===== src/rtl/dice_display.sv =====
// -----------------------------------------------------------------------------
// dice_display
// Registered seven-segment driver for NUM_DICE dice. Latches die values and
// shows them as active-low segment codes, plays a cycling "rolling" animation
// while a roll is in progress and (optionally) blinks the latched result a
// fixed number of times. Every update is qualified by the clock_en tick;
// reset is synchronous, active-high and overrides clock_en.
//
// Optional feature macro: DISPLAY_BLINK_EN
//   defined   -> BLINK state, blink counters and flash handling present
//   undefined -> flash ignored, SHOW leaves only on rolling
//
// Ports:
//   clock     in   system clock, rising edge
//   reset     in   synchronous active-high reset
//   clock_en  in   tick qualifier
//   rolling   in   level, roll in progress
//   load      in   latch dice on this tick
//   flash     in   start a blink sequence
//   dice      in   3*NUM_DICE, die k at [3k+2:3k]
//   HEX       out  7*NUM_DICE, digit k at [7k+6:7k], active-low, registered
//   busy      out  high in ROLL or BLINK, registered
// -----------------------------------------------------------------------------
module dice_display #(
    parameter int NUM_DICE    = 2,
    parameter int ROLL_DIV    = 4,
    parameter int BLINK_TICKS = 8,
    parameter int BLINK_COUNT = 3
) (
    input  logic                    clock,
    input  logic                    reset,
    input  logic                    clock_en,
    input  logic                    rolling,
    input  logic                    load,
    input  logic                    flash,
    input  logic [3*NUM_DICE-1:0]   dice,
    output logic [7*NUM_DICE-1:0]   HEX,
    output logic                    busy
);

    // Counter widths: $clog2 of the terminal count, never below one bit.
    localparam int RW = (ROLL_DIV > 1) ? $clog2(ROLL_DIV) : 1;
    localparam logic [RW-1:0] ROLL_LAST = RW'(ROLL_DIV - 1);

    // Parameters outside their legal range stop elaboration.
    if ((NUM_DICE < 1) || (ROLL_DIV < 1) || (BLINK_TICKS < 1) || (BLINK_COUNT < 1)) begin : g_bad_param
        $error("dice_display: parameter out of range");
    end

`ifdef DISPLAY_BLINK_EN
    localparam int TW = (BLINK_TICKS > 1) ? $clog2(BLINK_TICKS) : 1;
    localparam int HW = ((2 * BLINK_COUNT) > 1) ? $clog2(2 * BLINK_COUNT) : 1;
    localparam logic [TW-1:0] TICK_LAST = TW'(BLINK_TICKS - 1);
    localparam logic [HW-1:0] HALF_LAST = HW'(2 * BLINK_COUNT - 1);
`endif

    typedef enum logic [1:0] {
        S_IDLE  = 2'd0,
        S_ROLL  = 2'd1,
        S_SHOW  = 2'd2
`ifdef DISPLAY_BLINK_EN
        ,
        S_BLINK = 2'd3
`endif
    } state_t;

    localparam logic [6:0] SEG_BLANK = 7'b1111111;

    // Active-low segment code of a die face; 0 and 7 are blank.
    function automatic logic [6:0] seg_encode(input logic [2:0] v);
        logic [6:0] seg;
        case (v)
            3'd1:    seg = 7'b1111001;
            3'd2:    seg = 7'b0100100;
            3'd3:    seg = 7'b0110000;
            3'd4:    seg = 7'b0011001;
            3'd5:    seg = 7'b0010010;
            3'd6:    seg = 7'b0000010;
            default: seg = SEG_BLANK;
        endcase
        return seg;
    endfunction

    // Animation face of die k: ((phase + k) mod 6) + 1.
    function automatic logic [2:0] roll_face(input logic [2:0] phase, input int k);
        int s;
        s = (int'(phase) + k) % 6;
        return 3'(s + 1);
    endfunction

    state_t                  state_q, state_d;
    logic [3*NUM_DICE-1:0]   latch_q, latch_d;
    logic [2:0]              phase_q, phase_d;
    logic [RW-1:0]           rcnt_q, rcnt_d;
`ifdef DISPLAY_BLINK_EN
    logic [TW-1:0]           btick_q, btick_d;
    logic [HW-1:0]           bhalf_q, bhalf_d;
`endif
    logic [7*NUM_DICE-1:0]   hex_q, hex_d;
    logic                    busy_q, busy_d;

    // Next-state logic: latch, FSM transitions and animation/blink counters.
    always_comb begin
        state_d = state_q;
        latch_d = latch_q;
        phase_d = phase_q;
        rcnt_d  = rcnt_q;
`ifdef DISPLAY_BLINK_EN
        btick_d = btick_q;
        bhalf_d = bhalf_q;
`endif
        if (clock_en) begin
            // load latches in every state; transitions follow the tick priority
            if (load) begin
                latch_d = dice;
            end else begin
                latch_d = latch_q;
            end
            case (state_q)
                S_IDLE: begin
                    if (rolling) begin
                        state_d = S_ROLL;
                        phase_d = 3'd0;
                        rcnt_d  = '0;
                    end else if (load) begin
                        state_d = S_SHOW;
                    end else begin
                        state_d = S_IDLE;
                    end
                end
                S_ROLL: begin
                    if (rolling) begin
                        if (rcnt_q == ROLL_LAST) begin
                            rcnt_d  = '0;
                            phase_d = (phase_q == 3'd5) ? 3'd0 : phase_q + 3'd1;
                        end else begin
                            rcnt_d  = rcnt_q + {{(RW-1){1'b0}}, 1'b1};
                        end
                    end else begin
                        state_d = S_SHOW;
                    end
                end
                S_SHOW: begin
                    if (rolling) begin
                        state_d = S_ROLL;
                        phase_d = 3'd0;
                        rcnt_d  = '0;
                    end else if (load) begin
                        state_d = S_SHOW;
`ifdef DISPLAY_BLINK_EN
                    end else if (flash) begin
                        state_d = S_BLINK;
                        btick_d = '0;
                        bhalf_d = '0;
`endif
                    end else begin
                        state_d = S_SHOW;
                    end
                end
`ifdef DISPLAY_BLINK_EN
                S_BLINK: begin
                    if (rolling) begin
                        state_d = S_ROLL;
                        phase_d = 3'd0;
                        rcnt_d  = '0;
                    end else if (!load && flash) begin
                        // restart from the blank half
                        btick_d = '0;
                        bhalf_d = '0;
                    end else if (btick_q == TICK_LAST) begin
                        btick_d = '0;
                        if (bhalf_q == HALF_LAST) begin
                            bhalf_d = '0;
                            state_d = S_SHOW;
                        end else begin
                            bhalf_d = bhalf_q + {{(HW-1){1'b0}}, 1'b1};
                        end
                    end else begin
                        btick_d = btick_q + {{(TW-1){1'b0}}, 1'b1};
                    end
                end
`endif
                default: begin
                    state_d = S_IDLE;
                end
            endcase
        end else begin
            state_d = state_q;
        end
    end

    // Output decode from the next state so HEX/busy reflect the causing tick.
    always_comb begin
        hex_d  = {(7*NUM_DICE){1'b1}};
        busy_d = 1'b0;
        for (int k = 0; k < NUM_DICE; k++) begin
            case (state_d)
                S_IDLE:  hex_d[7*k +: 7] = SEG_BLANK;
                S_ROLL:  hex_d[7*k +: 7] = seg_encode(roll_face(phase_d, k));
                S_SHOW:  hex_d[7*k +: 7] = seg_encode(latch_d[3*k +: 3]);
`ifdef DISPLAY_BLINK_EN
                // even halves are blank, odd halves visible
                S_BLINK: hex_d[7*k +: 7] = bhalf_d[0] ? seg_encode(latch_d[3*k +: 3]) : SEG_BLANK;
`endif
                default: hex_d[7*k +: 7] = SEG_BLANK;
            endcase
        end
`ifdef DISPLAY_BLINK_EN
        if ((state_d == S_ROLL) || (state_d == S_BLINK)) begin
`else
        if (state_d == S_ROLL) begin
`endif
            busy_d = 1'b1;
        end else begin
            busy_d = 1'b0;
        end
    end

    // State and output registers; reset wins over clock_en.
    always_ff @(posedge clock) begin
        if (reset) begin
            state_q <= S_IDLE;
            latch_q <= '0;
            phase_q <= 3'd0;
            rcnt_q  <= '0;
`ifdef DISPLAY_BLINK_EN
            btick_q <= '0;
            bhalf_q <= '0;
`endif
            hex_q   <= {(7*NUM_DICE){1'b1}};
            busy_q  <= 1'b0;
        end else if (clock_en) begin
            state_q <= state_d;
            latch_q <= latch_d;
            phase_q <= phase_d;
            rcnt_q  <= rcnt_d;
`ifdef DISPLAY_BLINK_EN
            btick_q <= btick_d;
            bhalf_q <= bhalf_d;
`endif
            hex_q   <= hex_d;
            busy_q  <= busy_d;
        end
    end

    assign HEX  = hex_q;
    assign busy = busy_q;

endmodule


===== config.mk =====
export PLATFORM = sky130hd
export DESIGN_NAME = dice_display
export DESIGN_NICKNAME = d
export VERILOG_FILES = /design/src/rtl/dice_display.sv
export SDC_FILE = /design/constraint.sdc
export NUM_CORES = 1
export LEC_CHECK = 0
export CAP_MARGIN = 30
export CORE_MARGIN = 2
export CORE_UTILIZATION = 25
export CTS_BUF_LIST = sky130_fd_sc_hd__clkbuf_16
export CTS_CLUSTER_DIAMETER = 120
export DETAILED_ROUTE_END_ITERATION = 7
export SLEW_MARGIN = 10
export SYNTH_ARGS = -nofsm -noshare
export SYNTH_HDL_FRONTEND = slang
export SYNTH_SLANG_ARGS = --single-unit

===== constraint.sdc =====
create_clock -name clock -period 3.8 [get_ports clock]
set_clock_uncertainty 0.1 [all_clocks]
set_input_delay 0.38 -clock clock [delete_from_list [all_inputs] [get_ports clock]]
set_output_delay 0.38 -clock clock [all_outputs]
set_load 0.02 [all_outputs]

==> results of run 1 <==
==> how the worst max path moves through the flow <==
stage / endpoint / cells after the start
5_1_grt: HEX[8]$_SDFFE_PP1P_ / 17
3_3_place_gp: HEX[9]$_SDFFE_PP1P_ / 15
6_report: HEX[9]$_SDFFE_PP1P_ / 15
3_5_place_dp: HEX[9]$_SDFFE_PP1P_ / 15
4_1_cts: HEX[9]$_SDFFE_PP1P_ / 15
2_1_floorplan: HEX[8]$_SDFFE_PP1P_ / 18
==> power by group through the flow <==
stage	registers (mW)	logic (mW)	clock network, mW
finish	0.299	0.164	0.311
global route	0.301	0.179	0.328
CTS	0.299	0.164	0.320
detailed placement	0.305	0.163	0
global placement	0.305	0.162	0
floorplan	0.318	0.0909	0
==> registers in the layout (all words and copies together), names as in the netlist <==
register / flops
latch_q: 6
busy: 1
rcnt_q: 2
phase_q: 3
state_q: 2
HEX: 12
==> synth_stat cells (all sizes together), types with 2 or more instances <==
cell     instances
nor2            34
dfxtp           26
nand2           14
a21oi           13
inv             12
o21ai           11
ha              10
a31oi            9
buf              8
clkbuf           6
mux2i            6
nand3            6
nor3             6
a21bo            4
nand2b           4
o21a             4
o21bai           4
a211o            3
a21o             3
a22oi            3
and2             3
nor2b            3
a2111oi          2
a21boi           2
and3             2
nor4             2
nor4b            2
o22ai            2
or3              2
xnor2            2
xor2             2
==> worst reg2reg max path, cell delays in order (launching register included) <==
cell and delay (ns):
dfxtp_1 0.34, ha_2 0.21, and3b_1 0.20, nor4b_2 0.17, o21a_1 0.18, a21oi_2 0.13, inv_1 0.07, ha_1 0.21
or3_4 0.41, a21o_1 0.21, and3_4 0.20, nor2_1 0.09, ha_1 0.27, a211o_1 0.32, a31o_1 0.23, a31oi_1 0.16
==> timing repair <==
action                                 CTS  global route
setup endpoints to repair                0             5
hold buffers                             0             0
endpoints found under the hold margin    0             0
gates resized for setup                  0             3
setup buffers                            0             0
==> metal layers <==
metal,wire length (um),up-vias,part of all wire
li1,-,879,-
met1,2080,801,0.47
met2,2050,50,0.47
met3,221,4,0.050
met4,49,0,0.011
met5,0,-,0
==> cells by family (layout without fill, tap and decap cells) <==
group,Yosys count,after routing,share of synthesized area
simple gates,83,83,0.239
buf+inv,26,57,0.0706
compound gates,71,71,0.278
xor+xnor,4,4,0.0188
mux,7,7,0.0470
flops,26,26,0.280
fa+ha+maj,10,10,0.0672
==> layout make-up <==
class / count / area [sq um]
inverters: 12 / 50.0
clock inverters: 1 / 30.0
flip-flops and latches: 26 / 520
repair buffers: 41 / 370
fillers: 806 / 4820
clock buffers: 3 / 75.1
multi-input cells: 175 / 1220
well taps: 99 / 124
==> per-stage QoR <==
| step | TNS [ns] | cell area [sq um] |
|---|---|---|
| after floorplan | 0 | 1860 |
| after global placement | 0 | 2270 |
| after detailed placement | -0.135 | 2270 |
| final | 0 | 2390 |
| after CTS | 0 | 2380 |
| after global routing | -0.0458 | 2390 |
==> metrics.yaml, run 1 <==
yosysWarnings: 0
p_switching_uw: 198
end_kind: "flop"
avgSynthCellArea_sq_um: 8.20
num_vias: 1734
crit_path_frequent_cell: "ha_1"
layout_common_cells: "34 x nor2_1, 26 x dfxtp_1, 25 x clkdlybuf4s50_1, 16 x buf_4, 12 x a21oi_1"
start_kind: "flop"
die_w_um: 90.3
pwr-share-clk: 0.402
drt_first_pass_iters: 5
startpoint: "rcnt_q[0]$_SDFFE_PP0P_"
fin_crit_sh: 0.949
reg2regPathDepth: 15
wirelength_um: 4400
yosysSeqAreaShare: 0.280
layout.cells.most_common: "nor2_1"
hold_path.class: "flop to flop"
slew_headroom: 0.699
cap_violations: 0
cts_tree: "done"
fmax_mhz: 277
cp.buffers_inverters: 1
worstReg2RegEnd: "HEX[9]$_SDFFE_PP1P_"
syn-num-nets: 249
place_ws_ns: -0.0500
area_delta_synth_final_pct: 28.5
r2r_setup_slack_ns: 0.19
async_reset_ff_frac: 0
holdPathEnd: "HEX[8]$_SDFFE_PP1P_"
yosysUniqueCellTypes: 64
drive_gt1_frac: 0.171
setup_ws_ns: 0.192
clk_path_buf_depth: 2
max_stage_delay_ns: 0.41
start_util: 0.258
gr-usage-met1: 0.136
dieHeight_um: 90.3
final_util: 0.332
drc: 0
stdcell_count: 357
status: "finished, final reports clean"
nets: 281
synth_seq_cells: 26
grt_use_total: 0.108
fin_total_pwr_uw: 773
ant_nets: 0
antenna_found_initial: 0
io_pins: 27
slew_viol_final: 0
criticalPathCategory: "flop to flop"
numClockSinks: 26
p_sw_frac: 0.256
yosysTopAreaCell: "dfxtp_1"
grt_pass1_vias: 1628
path_max_fanout: 4
grt_max_degree: 22
dpl.cell_count: 353
wire_per_inst_um: 12.3
p_int_uw: 575
syn_area_sq_um: 1860
critPathTopFamily: "compound AO/OA/AOI/OAI gates"
dp_hpwl_um: 3350
routed_via_density: 4.86
max_slew.worst_pin.slew_ns: 0.450
rows: 31
htreeDepth: 1
hold_viol: 0
seq_power_share: 0.386
clk_pin_slew_worst_paths_ns: 0.07
crit_chain: "ha_2, and3b_1, nor4b_2, o21a_1, a21oi_2, inv_1, ha_1, or3_4, a21o_1, and3_4, nor2_1, ha_1, a211o_1, a31o_1, a31oi_1"
peakVddDrop_v: 0.000201
power.combinational.fraction: 0.212
worstSkewPairLatency_ns: 0.26
grt-ovfl-total: 0
gp_congestion: 0.851
synth_edf_count: 0
p_leak_nw: 0.979
fin_crit_ns: 3.61
cp.required_ns: 3.89
busiest_layer: "met2"
min_from: "HEX[8]$_SDFFE_PP1P_"
netlist_instances: 227
hold_ws_ns: 0.384
setup-violations-final: 0
dieArea_sq_um: 8150
ys.flop_type: "dfxtp_1"
grtUsageMet3: 0.0275
drt_iter0_markers: 82
clock-root-buffer: "clkbuf_16"
slowest_stage: "or3_4"
cp.arrival_ns: 3.70
hold_path_depth: 2
synth_area_leaders: "dfxtp_1 28%, nor2_1 6.9%, ha_1 6.7%"
crit-reg2reg-launch: "rcnt_q[0]$_SDFFE_PP0P_"
antenna_cells: 0
core_sq_um: 7210
synth_top_area_share: 0.280
grt_util_met2: 0.182
numCtsBuffers: 3
port_buffers: 25
p_per_area_nw_per_um2: 323
grt_pass1_wl_um: 7430
Note: power is estimated with default switching activity, not from simulation.
==> run 2: changes to the inputs <==
- TNS_END_PERCENT: not set -> 1
==> results of run 2 <==
Final layout, timing and power as in run 1 (identical DEF).
